<file path="src/rtl/pwm_multi_shadow.sv">
// rtl/pwm_multi_shadow.sv - N-channel PWM with shared period counter and boundary-synchronised shadow settings
// Edge or center aligned; staged settings move to the active set only at a period boundary or while disabled.
module pwm_multi_shadow #(
  parameter int R = 8,
  parameter int N = 4
) (
  input  logic           clk,
  input  logic           rst_n,
  input  logic           en,
  input  logic           load,
  input  logic [R-1:0]   period,
  input  logic [N*R-1:0] duty,
  input  logic           center,
  input  logic [N-1:0]   polarity,
  output logic [N-1:0]   pwm_out,
  output logic           cycle_start,
  output logic           pending,
  output logic           update_ack
);

  localparam logic [R-1:0] CNT_ZERO = '0;
  localparam logic [R-1:0] CNT_ONE  = R'(1);

  logic [R-1:0]   cnt_q, cnt_d;
  logic           dir_q, dir_d;  // 1 = counting down (center mode only)

  logic [R-1:0]   pend_period_q, pend_period_d;
  logic [N*R-1:0] pend_duty_q, pend_duty_d;
  logic           pend_center_q, pend_center_d;
  logic [N-1:0]   pend_pol_q, pend_pol_d;
  logic           pend_v_q, pend_v_d;

  logic [R-1:0]   act_period_q, act_period_d;
  logic [N*R-1:0] act_duty_q, act_duty_d;
  logic           act_center_q, act_center_d;
  logic [N-1:0]   act_pol_q, act_pol_d;

  logic [N-1:0]   pwm_q, pwm_d;
  logic           cs_q, cs_d;
  logic           ack_q, ack_d;

  logic           boundary;
  logic           xfer;

  always_comb begin
    boundary      = 1'b0;
    xfer          = 1'b0;
    cnt_d         = cnt_q;
    dir_d         = dir_q;
    pend_period_d = pend_period_q;
    pend_duty_d   = pend_duty_q;
    pend_center_d = pend_center_q;
    pend_pol_d    = pend_pol_q;
    pend_v_d      = pend_v_q;
    act_period_d  = act_period_q;
    act_duty_d    = act_duty_q;
    act_center_d  = act_center_q;
    act_pol_d     = act_pol_q;
    pwm_d         = '0;
    cs_d          = 1'b0;
    ack_d         = 1'b0;

    // Center mode with P==1 never turns around, so its boundary is the top of the up-ramp.
    if (act_period_q == CNT_ZERO) begin
      boundary = 1'b1;
    end else if (!act_center_q) begin
      boundary = (cnt_q == act_period_q);
    end else begin
      boundary = (cnt_q == CNT_ONE) && (dir_q || (act_period_q == CNT_ONE));
    end

    xfer = (boundary || !en) && pend_v_q;

    if (!en || boundary) begin
      cnt_d = CNT_ZERO;
      dir_d = 1'b0;
    end else if (!act_center_q) begin
      cnt_d = cnt_q + CNT_ONE;
    end else if (!dir_q) begin
      if (cnt_q == act_period_q) begin
        dir_d = 1'b1;
        cnt_d = cnt_q - CNT_ONE;
      end else begin
        cnt_d = cnt_q + CNT_ONE;
      end
    end else begin
      cnt_d = cnt_q - CNT_ONE;
    end

    if (xfer) begin
      act_period_d = pend_period_q;
      act_duty_d   = pend_duty_q;
      act_center_d = pend_center_q;
      act_pol_d    = pend_pol_q;
    end

    // A load on a transfer cycle stays staged; the old staged set is what moves.
    if (load) begin
      pend_period_d = period;
      pend_duty_d   = duty;
      pend_center_d = center;
      pend_pol_d    = polarity;
      pend_v_d      = 1'b1;
    end else if (xfer) begin
      pend_v_d = 1'b0;
    end

    for (int i = 0; i < N; i++) begin
      pwm_d[i] = (en && (cnt_q < act_duty_q[i*R +: R])) ^ act_pol_q[i];
    end
    cs_d  = en && (cnt_q == CNT_ZERO);
    ack_d = xfer;
  end

  always_ff @(posedge clk or negedge rst_n) begin
    if (!rst_n) begin
      cnt_q         <= '0;
      dir_q         <= 1'b0;
      pend_period_q <= '0;
      pend_duty_q   <= '0;
      pend_center_q <= 1'b0;
      pend_pol_q    <= '0;
      pend_v_q      <= 1'b0;
      act_period_q  <= '0;
      act_duty_q    <= '0;
      act_center_q  <= 1'b0;
      act_pol_q     <= '0;
      pwm_q         <= '0;
      cs_q          <= 1'b0;
      ack_q         <= 1'b0;
    end else begin
      cnt_q         <= cnt_d;
      dir_q         <= dir_d;
      pend_period_q <= pend_period_d;
      pend_duty_q   <= pend_duty_d;
      pend_center_q <= pend_center_d;
      pend_pol_q    <= pend_pol_d;
      pend_v_q      <= pend_v_d;
      act_period_q  <= act_period_d;
      act_duty_q    <= act_duty_d;
      act_center_q  <= act_center_d;
      act_pol_q     <= act_pol_d;
      pwm_q         <= pwm_d;
      cs_q          <= cs_d;
      ack_q         <= ack_d;
    end
  end

  assign pwm_out     = pwm_q;
  assign cycle_start = cs_q;
  assign pending     = pend_v_q;
  assign update_ack  = ack_q;

endmodule

</file>
<file path="config.mk">
export PLATFORM = sky130hd
export DESIGN_NAME = pwm_multi_shadow
export DESIGN_NICKNAME = d
export VERILOG_FILES = /design/src/rtl/pwm_multi_shadow.sv
export SDC_FILE = /design/constraint.sdc
export NUM_CORES = 1
export LEC_CHECK = 0
export CAP_MARGIN = 20
export CORE_MARGIN = 4
export CORE_UTILIZATION = 31
export CTS_CLUSTER_SIZE = 28
export DETAILED_ROUTE_END_ITERATION = 8
export PLACE_DENSITY = 0.5
export SLEW_MARGIN = 25
export SYNTH_ARGS = -nofsm -noshare
export SYNTH_HDL_FRONTEND = slang
export SYNTH_SLANG_ARGS = --single-unit
</file>
<file path="constraint.sdc">
create_clock -name clk -period 3.1 [get_ports clk]
set_input_delay 0.465 -clock clk [delete_from_list [all_inputs] [get_ports clk]]
set_output_delay 0.465 -clock clk [all_outputs]
set_load 0.05 [all_outputs]
</file>
# == Word level (Yosys, flattened, before mapping) ==
# Cells that the tools add are included.
# totals
in_bits,49
out_inout_bits,7
reg_bits,106
# op_classes
n_mux,12
n_reduce_logical,14
eq_ne,3
order_cmp,4
n_addsub,2
n_bitwise,4
# op_table
operator,count
$lt A8 B8 Y1,4
$mux W8,4
$eq A8 B1 Y1 const B,2
$logic_not A8 Y1,2
$add A8 B1 Y8 const B,1
$eq A8 B8 Y1,1
$mux W1,8
$sub A8 B1 Y8 const B,1
$logic_and A1 B1 Y1,7
$reduce_bool A2 Y1,2
$xor A1 B1 Y1,4
$logic_or A1 B1 Y1,2
$logic_not A1 Y1,1

# == Logic depth before layout (Yosys ltp) ==
# logic_depth
ltp_word,9
mapped_depth,9
mapped_depth_nobuf,7

# == Least setup slack after synthesis ==
# No wires, ideal clock.
# synth_timing
kind,register to register
start,register cnt_q[4]
end,register act_center_q
t_arrival_ps,1981
n_path_buf,3
synth_period_minus_slack_ps,2106
slack_ps,994
path_stages_with_launch,10
t_required_ps,2975
cell_sequence,dfrtp_1 buf_6 nor4_4 nand4_1 o221ai_2 or2_1 buf_4 nand2_4 buf_6 mux2_4
# synth_via
elab_chain_len,6
word_cells_on_any_way,7
cone_classes,eq/ne: 2; mux: 2; reduce/logical: 3
# synth_rtl
element,line,source
"start, declared",24,"logic [R-1:0] cnt_q, cnt_d;"
"start signal, assigned",132,cnt_q <= cnt_d;
$eq A8 B1 Y1,69,boundary = (cnt_q == CNT_ONE) && (dir_q || (act_period_q == CNT_ONE));
$logic_and A1 B1 Y1,69,
$mux W1 *,66,end else if (!act_center_q) begin
$mux W1 *,64,if (act_period_q == CNT_ZERO) begin
$logic_or A1 B1 Y1 *,72,xfer = (boundary || !en) && pend_v_q;
$logic_and A1 B1 Y1 *,72,
"end signal, assigned",141,act_center_q <= act_center_d;
"end, declared",35,"logic act_center_q, act_center_d;"
# Mark *: on every way between the ends. The rest lies on a longest branch, timed or not.
# A chain may end at the register's enable or synchronous reset.

# == Worst setup path after layout ==
# layout_timing
start,register cnt_q[5]
end,register act_duty_q[22]
# layout_via
elab_chain_len,6
word_cells_on_any_way,7
cone_classes,eq/ne: 2; mux: 2; reduce/logical: 3
# layout_rtl
element,line,source
$eq A8 B1 Y1,69,
$logic_and A1 B1 Y1,69,
$mux W1 *,66,
$mux W1 *,64,
$logic_or A1 B1 Y1 *,72,
$logic_and A1 B1 Y1 *,72,
"end signal, assigned",140,act_duty_q <= act_duty_d;
"end, declared",34,"logic [N*R-1:0] act_duty_q, act_duty_d;"
# Marks and branches as above.

==> flow_summary_export.csv <==
group,metric,value,unit
worst_setup_path,critical_path.endpoint,"act_duty_q[22]",
grt,grt_max_degree,58,
worst_setup_path,crit_path_start_kind,"register",
grt,grtUsageTotal,12.1,%
placement,io_buffers,55,
floorplan,io_pins,56,
clocking,cts_resized,0,
grt,antenna_found_initial,0,
worst_setup_path,path_class,"reg -> reg",
route,wirelength,10200,um
route,vias,3053,
clocking,cts.path.max_buffers,2,
grt,overflow,0,
cells_and_area,antenna_cells,0,
sta,holdWs,0.181,ns
clocking,cts-root-buf,"clkbuf_16",
sta,worst_slew_pin_slew,0.747,ns
yosys,ys_seq_area_share,51.1,%
worst_setup_path,crit_slowest_cell,"dfrtp_1",
sta,rsz0062_at_grt,"no",
worst_setup_path,required,3.34,ns
floorplan,rows,47,
worst_setup_path,timing.rr.end,"act_duty_q[22]",
placement,gp_congestion,0.776,
cells_and_area,fin_nets,525,
worst_setup_path,crit_chain,"nor4_4 > nand4_1 > o221ai_2 > or2_1 > nand2_4 > buf_4 > mux2_4",
cells_and_area,drive_gt1_share,25.2,%
worst_hold_path,hp-class,"in -> async",
placement,place_area,0.00599,mm2
placement,pre_cts_ws,0.435,ns
yosys,netlist_area,0.00519,mm2
worst_setup_path,cpPeakStageDelay,0.55,ns
sta,finalSetupViolCount,0,
route,first_iter_violations,143,
sta,hold_viol,0,
yosys,synth_top_area_share,51.1,%
grt,grt_pass1_vias,3304,
yosys,ys_seq_elements,106,
pwr,power_density,585,mW/mm2
route,detail-route-antenna-nets,0,
sta,fin_crit_sh,85.3,%
yosys,synth_edf_count,0,
clocking,cts-hold-fix-buffers,0,
run,drv_cap,0,
route,drt-wirelength-per-cell,15.2,um
clocking,htreeDepth,3,
yosys,ys_top_cells_by_area,"dfrtp_1 51%, mux2_4 11%, mux2_2 9.8%",
clocking,cts_sinks,106,
yosys,avgSynthCellArea,13.4,um2
clocking,cts.reportedPaths.clkPinSlew,0.07,ns
yosys,ys_dominant_reg_cell,"dfrtp_1",
worst_setup_path,cp-end-kind,"register",
cells_and_area,multi_input_area,0.00231,mm2
yosys,yosys.cell_types.count,41,
route,drc,0,
floorplan,die_area,0.0189,mm2
outcome,status,"complete, no violations",
cells_and_area,stdcell_area,0.00627,mm2
pwr,max-vdd-ir-drop,0.000333,V
sta,tns,0,ns
worst_setup_path,reg2regPathDepth,7,
placement,dpl.hpwl,7080,um
worst_setup_path,worstPathArrival,2.88,ns
clocking,cts_tree,"built",
worst_setup_path,rrSetupSlack,0.46,ns
yosys,yosysTopAreaCell,"dfrtp_1",
yosys,synthCells,386,
cells_and_area,ff_latch_area,0.00265,mm2
cells_and_area,fillers,1564,
grt,grt_pass1_wl,17500,um
worst_setup_path,cp_max_fo,15,
route,viasPerCell,4.56,
worst_setup_path,reg2reg_from,"cnt_q[5]",
cells_and_area,area_delta_synth_final,20.8,%
sta,finalCriticalPeriod,2.64,ns
pwr,power,3.67,mW
sta,final_max_slew_viol_count,0,
worst_setup_path,crit_path_start,"cnt_q[5]",
sta,fmaxAchievable,0.378,GHz
floorplan,die_h,137,um
clocking,post_cts_buffers,0,
route,firstDrtPassIters,4,
yosys,async_flop_share,100,%
floorplan,die_w,137,um
pwr,p_leak,2.94,nW
floorplan,core,0.0165,mm2
clocking,cts_buffers,9,
sta,fin_ws,0.455,ns
yosys,synth_nets,467,
sta,slew_headroom,50.2,%
sta,skew,0.00706,ns
clocking,worstSkewPairLatency,0.35,ns
yosys,yosysWarnings,0,
floorplan,start_util,31.4,%
[cells by family after synthesis]
family / after synthesis / share of synthesized area (%)
DFF: 106 / 51.1
and+or+nand+nor: 53 / 6.05
adders and majority gates: 32 / 7.71
buffers and inverters: 48 / 4.31
muxes: 94 / 23.1
AOI/OAI and AO/OA: 40 / 5.52
xor gates and xnor gates: 13 / 2.19
[worst min-delay path by stage]
stage,end,cells past startpoint,startpoint,slack [ns]
floorplan,act_center_q,0,rst_n,0.17
global placement,pwm_out[0],1,act_pol_q[0],0.46
CTS,pend_duty_q[11],1,rst_n,0.20
detailed placement,pwm_out[3],1,act_pol_q[3],0.46
finish,pend_duty_q[11],1,rst_n,0.18
global route,pend_duty_q[11],1,rst_n,0.24
[cell usage in the layout (no fill, tap or decap), types with 2 or more instances in the layout]
master and n:
nand4_1 8, xor2_1 4, mux2_4 39, buf_4 6, o21ai_1 4, clkbuf_16 9
nor4_1 2, mux2_2 45, a21o_1 10, o21a_1 4, xnor2_1 9, dfrtp_1 106
clkbuf_8 2, a21oi_1 9, clkdlybuf4s50_1 53, nor3b_1 2, nand3_1 8, nand2b_1 8
a2111o_1 2, and2_1 2, a211oi_1 4, ha_1 32, mux2i_1 4, nor2_1 5
mux2_1 6, nor3_1 3, nand2_1 8, a211o_1 3, inv_1 32, buf_12 2
clkinv_2 2
[state kept, by name, indices dropped and copies added, names as in the netlist, 4 cells and up]
register	flops
pwm_out	4
act_pol_q	4
cnt_q	8
act_period_q	8
pend_duty_q	32
pend_pol_q	4
act_duty_q	32
pend_period_q	8
[synth_stat cells, types with 5 or more instances]
cell type and number:
mux2_1 6, ha_1 32, nand4_1 8, a21oi_1 9, xnor2_1 9, inv_1 32
nand2_1 8, dfrtp_1 106, nor2_1 5, nand2b_1 8, buf_6 5, a21o_1 10
clkbuf_1 7, mux2_4 39, nand3_1 8, mux2_2 45
[worst max-delay path: cells and delay by family, from the launching register on]
kind	cells	cell delay, ns
AOI/OAI and AO/OA	1	0.19
and+or+nand+nor	4	1.15
muxes	1	0.32
DFF	1	0.55
buffers and inverters	1	0.29
[power breakdown]
group	total (mW)	internal, mW	switching, mW
registers	1.76	1.60	0.158
logic	0.817	0.463	0.354
clock network	1.09	0.588	0.503
total	3.67	2.66	1.02
[routing by layer]
layer  routed length (um)  track usage (%)
met1                 4840             16.6
met2                 4660             18.2
met3                  493             3.32
met4                  178             4.49
met5                    0                0
[area by class of cell]
type                            instances  area share, %
Sequential cell                       106           42.3
Timing Repair Buffer                   62           9.90
Multi-Input combinational cell        232           36.9
Inverter                               33           1.98
Tap cell                              220           4.39
Clock buffer                           12           4.09
Clock inverter                          4          0.419
[per-stage QoR]
step | utilization (%) | cells
finish | 37.9 | 669
global route | 37.9 | 669
CTS | 37.9 | 669
detailed placement | 36.2 | 653
global placement | 36.2 | 653
floorplan | - | 386
Power figures use the tool's default switching activity.
